**src/rtl/rf_scoreboard_pkg.sv**
```systemverilog
// Shared constants, types and helpers for the register file / pending-writer scoreboard.
package rf_scoreboard_pkg;

  localparam int NUM_REGS   = 32;
  localparam int REG_AW     = 5;
  localparam int DATA_WIDTH = 32;
  localparam int ID_WIDTH   = 3;

  typedef logic [ID_WIDTH-1:0]   rob_id_t;
  typedef logic [REG_AW-1:0]     reg_addr_t;
  typedef logic [DATA_WIDTH-1:0] reg_data_t;
  typedef logic [REG_AW:0]       pend_count_t;

  // Number of set bits in the pending vector (wide enough for NUM_REGS).
  function automatic pend_count_t pend_popcount(input logic [NUM_REGS-1:0] vec);
    pend_count_t cnt;
    cnt = '0;
    for (int i = 0; i < NUM_REGS; i++) begin
      cnt = cnt + pend_count_t'(vec[i]);
    end
    return cnt;
  endfunction

endpackage

```
**src/rtl/rf_scoreboard_if.sv**
```systemverilog
// Decode / commit / read bundle between the pipeline and the register file scoreboard.
interface rf_scoreboard_if;
  import rf_scoreboard_pkg::*;

  // Issue side: decode allocates a destination to an in-flight instruction.
  logic        alloc_valid;
  reg_addr_t   alloc_dest;
  rob_id_t     alloc_instr_id;

  // Commit side from the reorder buffer.
  logic        wb_writeEn;
  reg_data_t   wb_data;
  reg_addr_t   wb_dest;
  rob_id_t     wb_instr_id;

  // Exception flush.
  logic        flush;

  // Operand reads.
  reg_addr_t   rd_src1_addr;
  reg_addr_t   rd_src2_addr;
  reg_data_t   rd_src1_data;
  reg_data_t   rd_src2_data;
  logic        rd_src1_pending;
  logic        rd_src2_pending;
  rob_id_t     rd_src1_tag;
  rob_id_t     rd_src2_tag;

  pend_count_t pending_count;

  // Pipeline side: drives requests, observes results.
  modport master (
    output alloc_valid, alloc_dest, alloc_instr_id,
    output wb_writeEn, wb_data, wb_dest, wb_instr_id,
    output flush,
    output rd_src1_addr, rd_src2_addr,
    input  rd_src1_data, rd_src2_data,
    input  rd_src1_pending, rd_src2_pending,
    input  rd_src1_tag, rd_src2_tag,
    input  pending_count
  );

  // Register file side.
  modport slave (
    input  alloc_valid, alloc_dest, alloc_instr_id,
    input  wb_writeEn, wb_data, wb_dest, wb_instr_id,
    input  flush,
    input  rd_src1_addr, rd_src2_addr,
    output rd_src1_data, rd_src2_data,
    output rd_src1_pending, rd_src2_pending,
    output rd_src1_tag, rd_src2_tag,
    output pending_count
  );

endinterface

```
**src/rtl/rf_read_port.sv**
```systemverilog
// One combinational operand read port: r0 rule, commit write-through bypass,
// and pending/tag lookup that already accounts for this cycle's matching commit.
module rf_read_port
  import rf_scoreboard_pkg::*;
(
  input  reg_addr_t                  addr,
  input  reg_data_t [NUM_REGS-1:0]   regs,
  input  logic      [NUM_REGS-1:0]   pend,
  input  rob_id_t   [NUM_REGS-1:0]   tags,
  input  logic                       wb_write_en,
  input  reg_addr_t                  wb_dest,
  input  reg_data_t                  wb_data,
  input  rob_id_t                    wb_instr_id,
  output reg_data_t                  data,
  output logic                       pending,
  output rob_id_t                    tag
);

  logic      wb_hit_s;
  reg_data_t data_s;
  logic      pending_s;
  rob_id_t   tag_s;

  assign wb_hit_s = wb_write_en && (wb_dest == addr);

  // Select read data, pending flag and producer tag for the requested register.
  always_comb begin
    data_s    = '0;
    pending_s = 1'b0;
    tag_s     = '0;
    if (addr != '0) begin
      if (wb_hit_s) begin
        data_s = wb_data;
      end else begin
        data_s = regs[addr];
      end
      // A commit from the youngest writer retires the pending state this cycle.
      if (wb_hit_s && (tags[addr] == wb_instr_id)) begin
        pending_s = 1'b0;
      end else begin
        pending_s = pend[addr];
      end
      tag_s = tags[addr];
    end else begin
      data_s    = '0;
      pending_s = 1'b0;
      tag_s     = '0;
    end
  end

  assign data    = data_s;
  assign pending = pending_s;
  assign tag     = tag_s;

endmodule

```
**src/rtl/rf_scoreboard.sv**
```systemverilog
// Architectural register file with a per-register pending-writer scoreboard.
// Commits write data and retire the matching writer; allocates mark a register
// pending for a new ROB id; flush drops all pending state but keeps data.
module rf_scoreboard
  import rf_scoreboard_pkg::*;
(
  input  logic          clock,
  input  logic          reset,
  rf_scoreboard_if.slave bus
);

  reg_data_t [NUM_REGS-1:0] regs_r;
  logic      [NUM_REGS-1:0] pend_r;
  rob_id_t   [NUM_REGS-1:0] tag_r;
  pend_count_t              count_r;

  logic      [NUM_REGS-1:0] clr_s;
  logic      [NUM_REGS-1:0] set_s;
  logic      [NUM_REGS-1:0] pend_next_s;
  rob_id_t   [NUM_REGS-1:0] tag_next_s;

  // Per-register decode of commit-retire and allocate requests.
  always_comb begin
    clr_s = '0;
    set_s = '0;
    for (int i = 0; i < NUM_REGS; i++) begin
      clr_s[i] = bus.wb_writeEn && (bus.wb_dest == REG_AW'(i)) &&
                 pend_r[i] && (tag_r[i] == bus.wb_instr_id);
      set_s[i] = bus.alloc_valid && (bus.alloc_dest == REG_AW'(i)) && (i != 0);
    end
  end

  // Next pending/tag state: flush beats everything, allocate beats a retiring commit.
  always_comb begin
    pend_next_s = pend_r;
    tag_next_s  = tag_r;
    for (int i = 0; i < NUM_REGS; i++) begin
      if (bus.flush) begin
        pend_next_s[i] = 1'b0;
        tag_next_s[i]  = tag_r[i];
      end else if (set_s[i]) begin
        pend_next_s[i] = 1'b1;
        tag_next_s[i]  = bus.alloc_instr_id;
      end else if (clr_s[i]) begin
        pend_next_s[i] = 1'b0;
        tag_next_s[i]  = tag_r[i];
      end else begin
        pend_next_s[i] = pend_r[i];
        tag_next_s[i]  = tag_r[i];
      end
    end
  end

  // Register data: commits write even during a flush; r0 is never written.
  always_ff @(posedge clock) begin
    if (reset) begin
      regs_r <= '0;
    end else if (bus.wb_writeEn && (bus.wb_dest != '0)) begin
      regs_r[bus.wb_dest] <= bus.wb_data;
    end else begin
      regs_r <= regs_r;
    end
  end

  // Scoreboard state and its registered population count.
  always_ff @(posedge clock) begin
    if (reset) begin
      pend_r  <= '0;
      tag_r   <= '0;
      count_r <= '0;
    end else begin
      pend_r  <= pend_next_s;
      tag_r   <= tag_next_s;
      count_r <= pend_popcount(pend_next_s);
    end
  end

  reg_data_t src1_data_s;
  reg_data_t src2_data_s;
  logic      src1_pending_s;
  logic      src2_pending_s;
  rob_id_t   src1_tag_s;
  rob_id_t   src2_tag_s;

  rf_read_port u_read_src1 (
    .addr        (bus.rd_src1_addr),
    .regs        (regs_r),
    .pend        (pend_r),
    .tags        (tag_r),
    .wb_write_en (bus.wb_writeEn),
    .wb_dest     (bus.wb_dest),
    .wb_data     (bus.wb_data),
    .wb_instr_id (bus.wb_instr_id),
    .data        (src1_data_s),
    .pending     (src1_pending_s),
    .tag         (src1_tag_s)
  );

  rf_read_port u_read_src2 (
    .addr        (bus.rd_src2_addr),
    .regs        (regs_r),
    .pend        (pend_r),
    .tags        (tag_r),
    .wb_write_en (bus.wb_writeEn),
    .wb_dest     (bus.wb_dest),
    .wb_data     (bus.wb_data),
    .wb_instr_id (bus.wb_instr_id),
    .data        (src2_data_s),
    .pending     (src2_pending_s),
    .tag         (src2_tag_s)
  );

  assign bus.rd_src1_data    = src1_data_s;
  assign bus.rd_src2_data    = src2_data_s;
  assign bus.rd_src1_pending = src1_pending_s;
  assign bus.rd_src2_pending = src2_pending_s;
  assign bus.rd_src1_tag     = src1_tag_s;
  assign bus.rd_src2_tag     = src2_tag_s;
  assign bus.pending_count   = count_r;

endmodule

```
**src/flat_wrapper.sv**
```systemverilog
// flat-port wrapper written by rule: the top's interface ports become plain ports
module rf_scoreboard_flat import rf_scoreboard_pkg::*;
  (clock, reset, bus_alloc_valid, bus_alloc_dest, bus_alloc_instr_id, bus_wb_writeEn, bus_wb_data, bus_wb_dest, bus_wb_instr_id, bus_flush, bus_rd_src1_addr, bus_rd_src2_addr, bus_rd_src1_data, bus_rd_src2_data, bus_rd_src1_pending, bus_rd_src2_pending, bus_rd_src1_tag, bus_rd_src2_tag, bus_pending_count);
  rf_scoreboard_if bus_i ();
  input  logic clock;
  input  logic reset;
  input wire logic [$bits(bus_i.alloc_valid)-1:0] bus_alloc_valid;
  input wire logic [$bits(bus_i.alloc_dest)-1:0] bus_alloc_dest;
  input wire logic [$bits(bus_i.alloc_instr_id)-1:0] bus_alloc_instr_id;
  input wire logic [$bits(bus_i.wb_writeEn)-1:0] bus_wb_writeEn;
  input wire logic [$bits(bus_i.wb_data)-1:0] bus_wb_data;
  input wire logic [$bits(bus_i.wb_dest)-1:0] bus_wb_dest;
  input wire logic [$bits(bus_i.wb_instr_id)-1:0] bus_wb_instr_id;
  input wire logic [$bits(bus_i.flush)-1:0] bus_flush;
  input wire logic [$bits(bus_i.rd_src1_addr)-1:0] bus_rd_src1_addr;
  input wire logic [$bits(bus_i.rd_src2_addr)-1:0] bus_rd_src2_addr;
  output wire logic [$bits(bus_i.rd_src1_data)-1:0] bus_rd_src1_data;
  output wire logic [$bits(bus_i.rd_src2_data)-1:0] bus_rd_src2_data;
  output wire logic [$bits(bus_i.rd_src1_pending)-1:0] bus_rd_src1_pending;
  output wire logic [$bits(bus_i.rd_src2_pending)-1:0] bus_rd_src2_pending;
  output wire logic [$bits(bus_i.rd_src1_tag)-1:0] bus_rd_src1_tag;
  output wire logic [$bits(bus_i.rd_src2_tag)-1:0] bus_rd_src2_tag;
  output wire logic [$bits(bus_i.pending_count)-1:0] bus_pending_count;
  assign bus_i.alloc_valid = bus_alloc_valid;
  assign bus_i.alloc_dest = bus_alloc_dest;
  assign bus_i.alloc_instr_id = bus_alloc_instr_id;
  assign bus_i.wb_writeEn = bus_wb_writeEn;
  assign bus_i.wb_data = bus_wb_data;
  assign bus_i.wb_dest = bus_wb_dest;
  assign bus_i.wb_instr_id = bus_wb_instr_id;
  assign bus_i.flush = bus_flush;
  assign bus_i.rd_src1_addr = bus_rd_src1_addr;
  assign bus_i.rd_src2_addr = bus_rd_src2_addr;
  assign bus_rd_src1_data = bus_i.rd_src1_data;
  assign bus_rd_src2_data = bus_i.rd_src2_data;
  assign bus_rd_src1_pending = bus_i.rd_src1_pending;
  assign bus_rd_src2_pending = bus_i.rd_src2_pending;
  assign bus_rd_src1_tag = bus_i.rd_src1_tag;
  assign bus_rd_src2_tag = bus_i.rd_src2_tag;
  assign bus_pending_count = bus_i.pending_count;
  rf_scoreboard u_core (.clock(clock), .reset(reset), .bus(bus_i));
endmodule
```
**config.mk**
```make
export PLATFORM = sky130hd
export DESIGN_NAME = rf_scoreboard_flat
export DESIGN_NICKNAME = d
export VERILOG_FILES = /design/src/rtl/rf_scoreboard_pkg.sv /design/src/rtl/rf_scoreboard_if.sv /design/src/rtl/rf_read_port.sv /design/src/rtl/rf_scoreboard.sv /design/src/flat_wrapper.sv
export SDC_FILE = /design/constraint.sdc
export NUM_CORES = 2
export LEC_CHECK = 0
export CAP_MARGIN = 40
export CORE_ASPECT_RATIO = 0.6
export CORE_UTILIZATION = 55
export CTS_BUF_LIST = sky130_fd_sc_hd__clkbuf_2
export DETAILED_ROUTE_END_ITERATION = 8
export PLACE_DENSITY = 0.72
export SETUP_SLACK_MARGIN = 0.05
export SLEW_MARGIN = 20
export SYNTH_ARGS = -nofsm -noshare
export SYNTH_HDL_FRONTEND = slang
export SYNTH_SLANG_ARGS = --single-unit
```
**constraint.sdc**
```tcl
create_clock -name clock -period 15.7 [get_ports clock]
set_clock_uncertainty 0.15 [all_clocks]
set_input_delay 3.14 -clock clock [delete_from_list [all_inputs] [get_ports clock]]
set_output_delay 3.14 -clock clock [all_outputs]
set_load 0.005 [all_outputs]
```
==> summary.md <==
| Metric | Value |
|---|---|
| Run status | `completed` |
| Post-Synthesis Cells | `6674` |
| Num CTS Buffers | `about 290` |
| Via density | `between 6 and 7` |
| Netlist cell types | `between 50 and 60` |
| Rel. slew slack | `21.7%` |
| Total vias in the final route | `56300` |
| Max-slew violations | `0` |
| Non-Filler Instances | `8239` |
| CP Buf/Inv Count | `4` |
| Fin Setup TNS | `0 ns` |
| Final hold slack | `around 0.32 ns` |
| First-pass GRT wire length | `approximately 350000 um` |
| Post-CTS Setup Repair Bufs | `0` |
| Final period utilization | `around two thirds` |
| Bufs on Longest Clock Path | `4` |
| Die Footprint | `approximately 110000 um2` |
| Clock Sink Count | `between 1000 and 1500` |
| Nets@finish | `approximately 6700` |
| Commonest non-fill, non-tap cell in the layout | `nand2_1` |
| Post-CTS sizing | `0` |
| Fmax | `~93 MHz` |
| Mapped Area | `61200 um2` |
| Lkg Pwr | `around 22 nW` |
| Final hold viol count | `0` |
| CP cell instances | `buf_8 > buf_4 > buf_4 > mux4_2 > mux4_2 > a21oi_1 > a211oi_1 > clkdlybuf4s50_1` |
| CP Launch Type | `input port` |
| Grt total ovfl | `0` |
| CTS tree | `yes` |
| WL final | `roughly 240000 um` |
| Syn Area/Cell | `about 9 um2` |
| YS warnings | `0` |
| PwrDens | `about 84 nW/um2` |
| Die height | `260 um` |
| Min-delay worst type | `reg2reg` |
| Io pins | `between 100 and 150` |
| Starting Density | `a little under three fifths` |
| Most area-hungry cell type in the Yosys netlist | `dfxtp_1` |
| Unrepaired setup endpoints after global routing | `no` |
| Final core utilization | `between 50% and 60%` |
| CP Capture Type | `output port` |
| Number of synthesized flops with an enable pin | `0` |
| CTS root buffer | `clkbuf_2` |
| Post-Place Cells | `7749` |
| Cell area after layout | `~66000 um2` |
| H-tree depth | `5` |
| Syn nets | `around 6800` |
| Synth Flop Type | `dfxtp_1` |
| Latest clock arrival within the worst-skew pair | `between 1.5 and 2 ns` |
| Max-Cap Viols | `0` |
| Crit Path Class | `in2out` |
| Worst Path Arrival | `approximately 7.4 ns` |
| Initial antenna violation count | `14` |
| Synth top area share | `between 30 and 40%` |
| Layout cells sized above 1 | `around 20%` |
| Top cells by area, synth | `dfxtp_1, mux4_2, nand2_1` |
| Core area | `roughly 110000 um2` |
| Clock Pin Slew Worst Setup and Hold Paths | `around 0.11 ns` |
| Via count of the first global-routing pass | `approximately 52000` |
| Most frequent cells in the layout | `nand2_1, dfxtp_1, a21oi_1, mux4_2, clkbuf_2` |
| Overall Global Routing Usage | `roughly two fifths` |
| Final setup viols | `0` |
| Final worst path period need | `approximately 11 ns` |
| # hold bufs at CTS | `0` |
| Largest net degree at the start of global routing | `205` |
| Residual DRC | `0` |
| Crit-path leading delay family | `buffers and inverters` |
| Area Growth Syn to Fin | `7.76%` |
| Floorplan die width | `433 um` |
| #FFs+latches synth | `~1200` |
| Max VDD drop | `between 0.05 and 0.06 mV` |
| Drt first pass iters | `9` |
| Critical path peak fanout | `between 70 and 80` |
| Buffers on Ports | `140` |
| CP max stage delay | `0.69 ns` |
| Crit path max-delay cell type | `buf_4` |
| Seq/Total Area, Yosys | `roughly 38%` |
| DR iter-0 viols | `11100` |
| Worst EP required | `12.41 ns` |
| HPWL Detailed | `128000 um` |
| Rows | `94` |
| Placed cell area | `around 63000 um2` |
| Worst slew pin tran | `around 1.2 ns` |
| Async SR Flop Fraction | `0%` |
| Antenna-violating nets left | `0` |
| DR WL/cell | `~29 um` |
| Final Wtd Congestion | `~0.97` |
[power by group]
part	switching, mW	total (mW)	leakage (nW)	internal (mW)
clock	1.31	2.00	1.83	0.690
sequential	0.0168	2.97	9.31	2.95
combinational	0.377	0.569	10.7	0.192
[registers in the layout, summed over array words and instances, names as in the netlist]
name and count:
u_core.pend_r 32, u_core.regs_r 1024, u_core.bus.pending_count 6, u_core.tag_r 93
[per-layer routing]
metal  wire (um)  global-route usage, %  share of wire (%)
met5          10                      0             0.0042
met4       12400                   22.7                5.2
met3       44300                   20.9                 19
met2       98100                   57.2                 41
met1       84500                   53.9                 35
[logic make-up (layout without fill, tap and decap cells)]
family / after synthesis / after routing / share of synthesized area [%]
muxes: 815 / 815 / 26.7
other: 0 / 6 / 0
and+or+nand+nor: 2545 / 2545 / 16.6
xor gates and xnor gates: 112 / 112 / 1.60
DFF: 1155 / 1155 / 37.8
adders and majority gates: 32 / 32 / 0.948
buffers and inverters: 742 / 813 / 5.25
AOI/OAI and AO/OA: 1273 / 1273 / 11.2
[synth_stat cells (28+ instances only)]
cell type and instances:
mux2i_1 153, dfxtp_1 1155, xnor2_1 81, buf_4 45, clkbuf_2 28, nor2b_1 102, xor2_1 31, clkbuf_1 500
nand4_1 28, nand3_1 66, nor2_1 187, a211oi_1 126, nand2_1 2106, inv_1 37, mux4_2 650, a21oi_1 1095
buf_2 94
[per-stage QoR]
| step | power, mW | setup slack [ns] |
|---|---|---|
| 2_1_floorplan | 3.39 | 6.47 |
| 3_3_place_gp | 3.56 | 5.01 |
| 3_5_place_dp | 3.57 | 4.85 |
| 4_1_cts | 5.49 | 4.95 |
| 5_1_grt | 5.69 | 4.77 |
| 6_report | 5.53 | 4.97 |
[cell type report]
cell class	instances	area [um2]
clock buffer	413	2070
inverter	37	139
tap	1488	1860
timing repair buffer	312	3250
antenna	6	15.0
fill	9287	44000
clock inverter	51	200
sequential	1155	23100
multi-input combinational	4777	35300
[worst min-delay path: stages (launching register included)]
cell     delay, ns
dfxtp_1       0.33
nand2_1       0.05
a21oi_1       0.05
[path summary, 6_finish.rpt]
| check | start | to | slack (ns) | cells past startpoint |
|---|---|---|---|---|
| hold reg to reg | u_core.regs_r[64] | u_core.regs_r[64] | 0.32 | 2 |
| hold / removal | u_core.regs_r[64] | u_core.regs_r[64] | 0.32 | 2 |
| setup / recovery | bus_rd_src2_addr[0] | bus_rd_src2_data[3] | 4.97 | 8 |
| setup reg to reg | u_core.tag_r[79] | u_core.bus.pending_count[4] | 9.30 | 18 |
(Power assumes the default switching activity.)
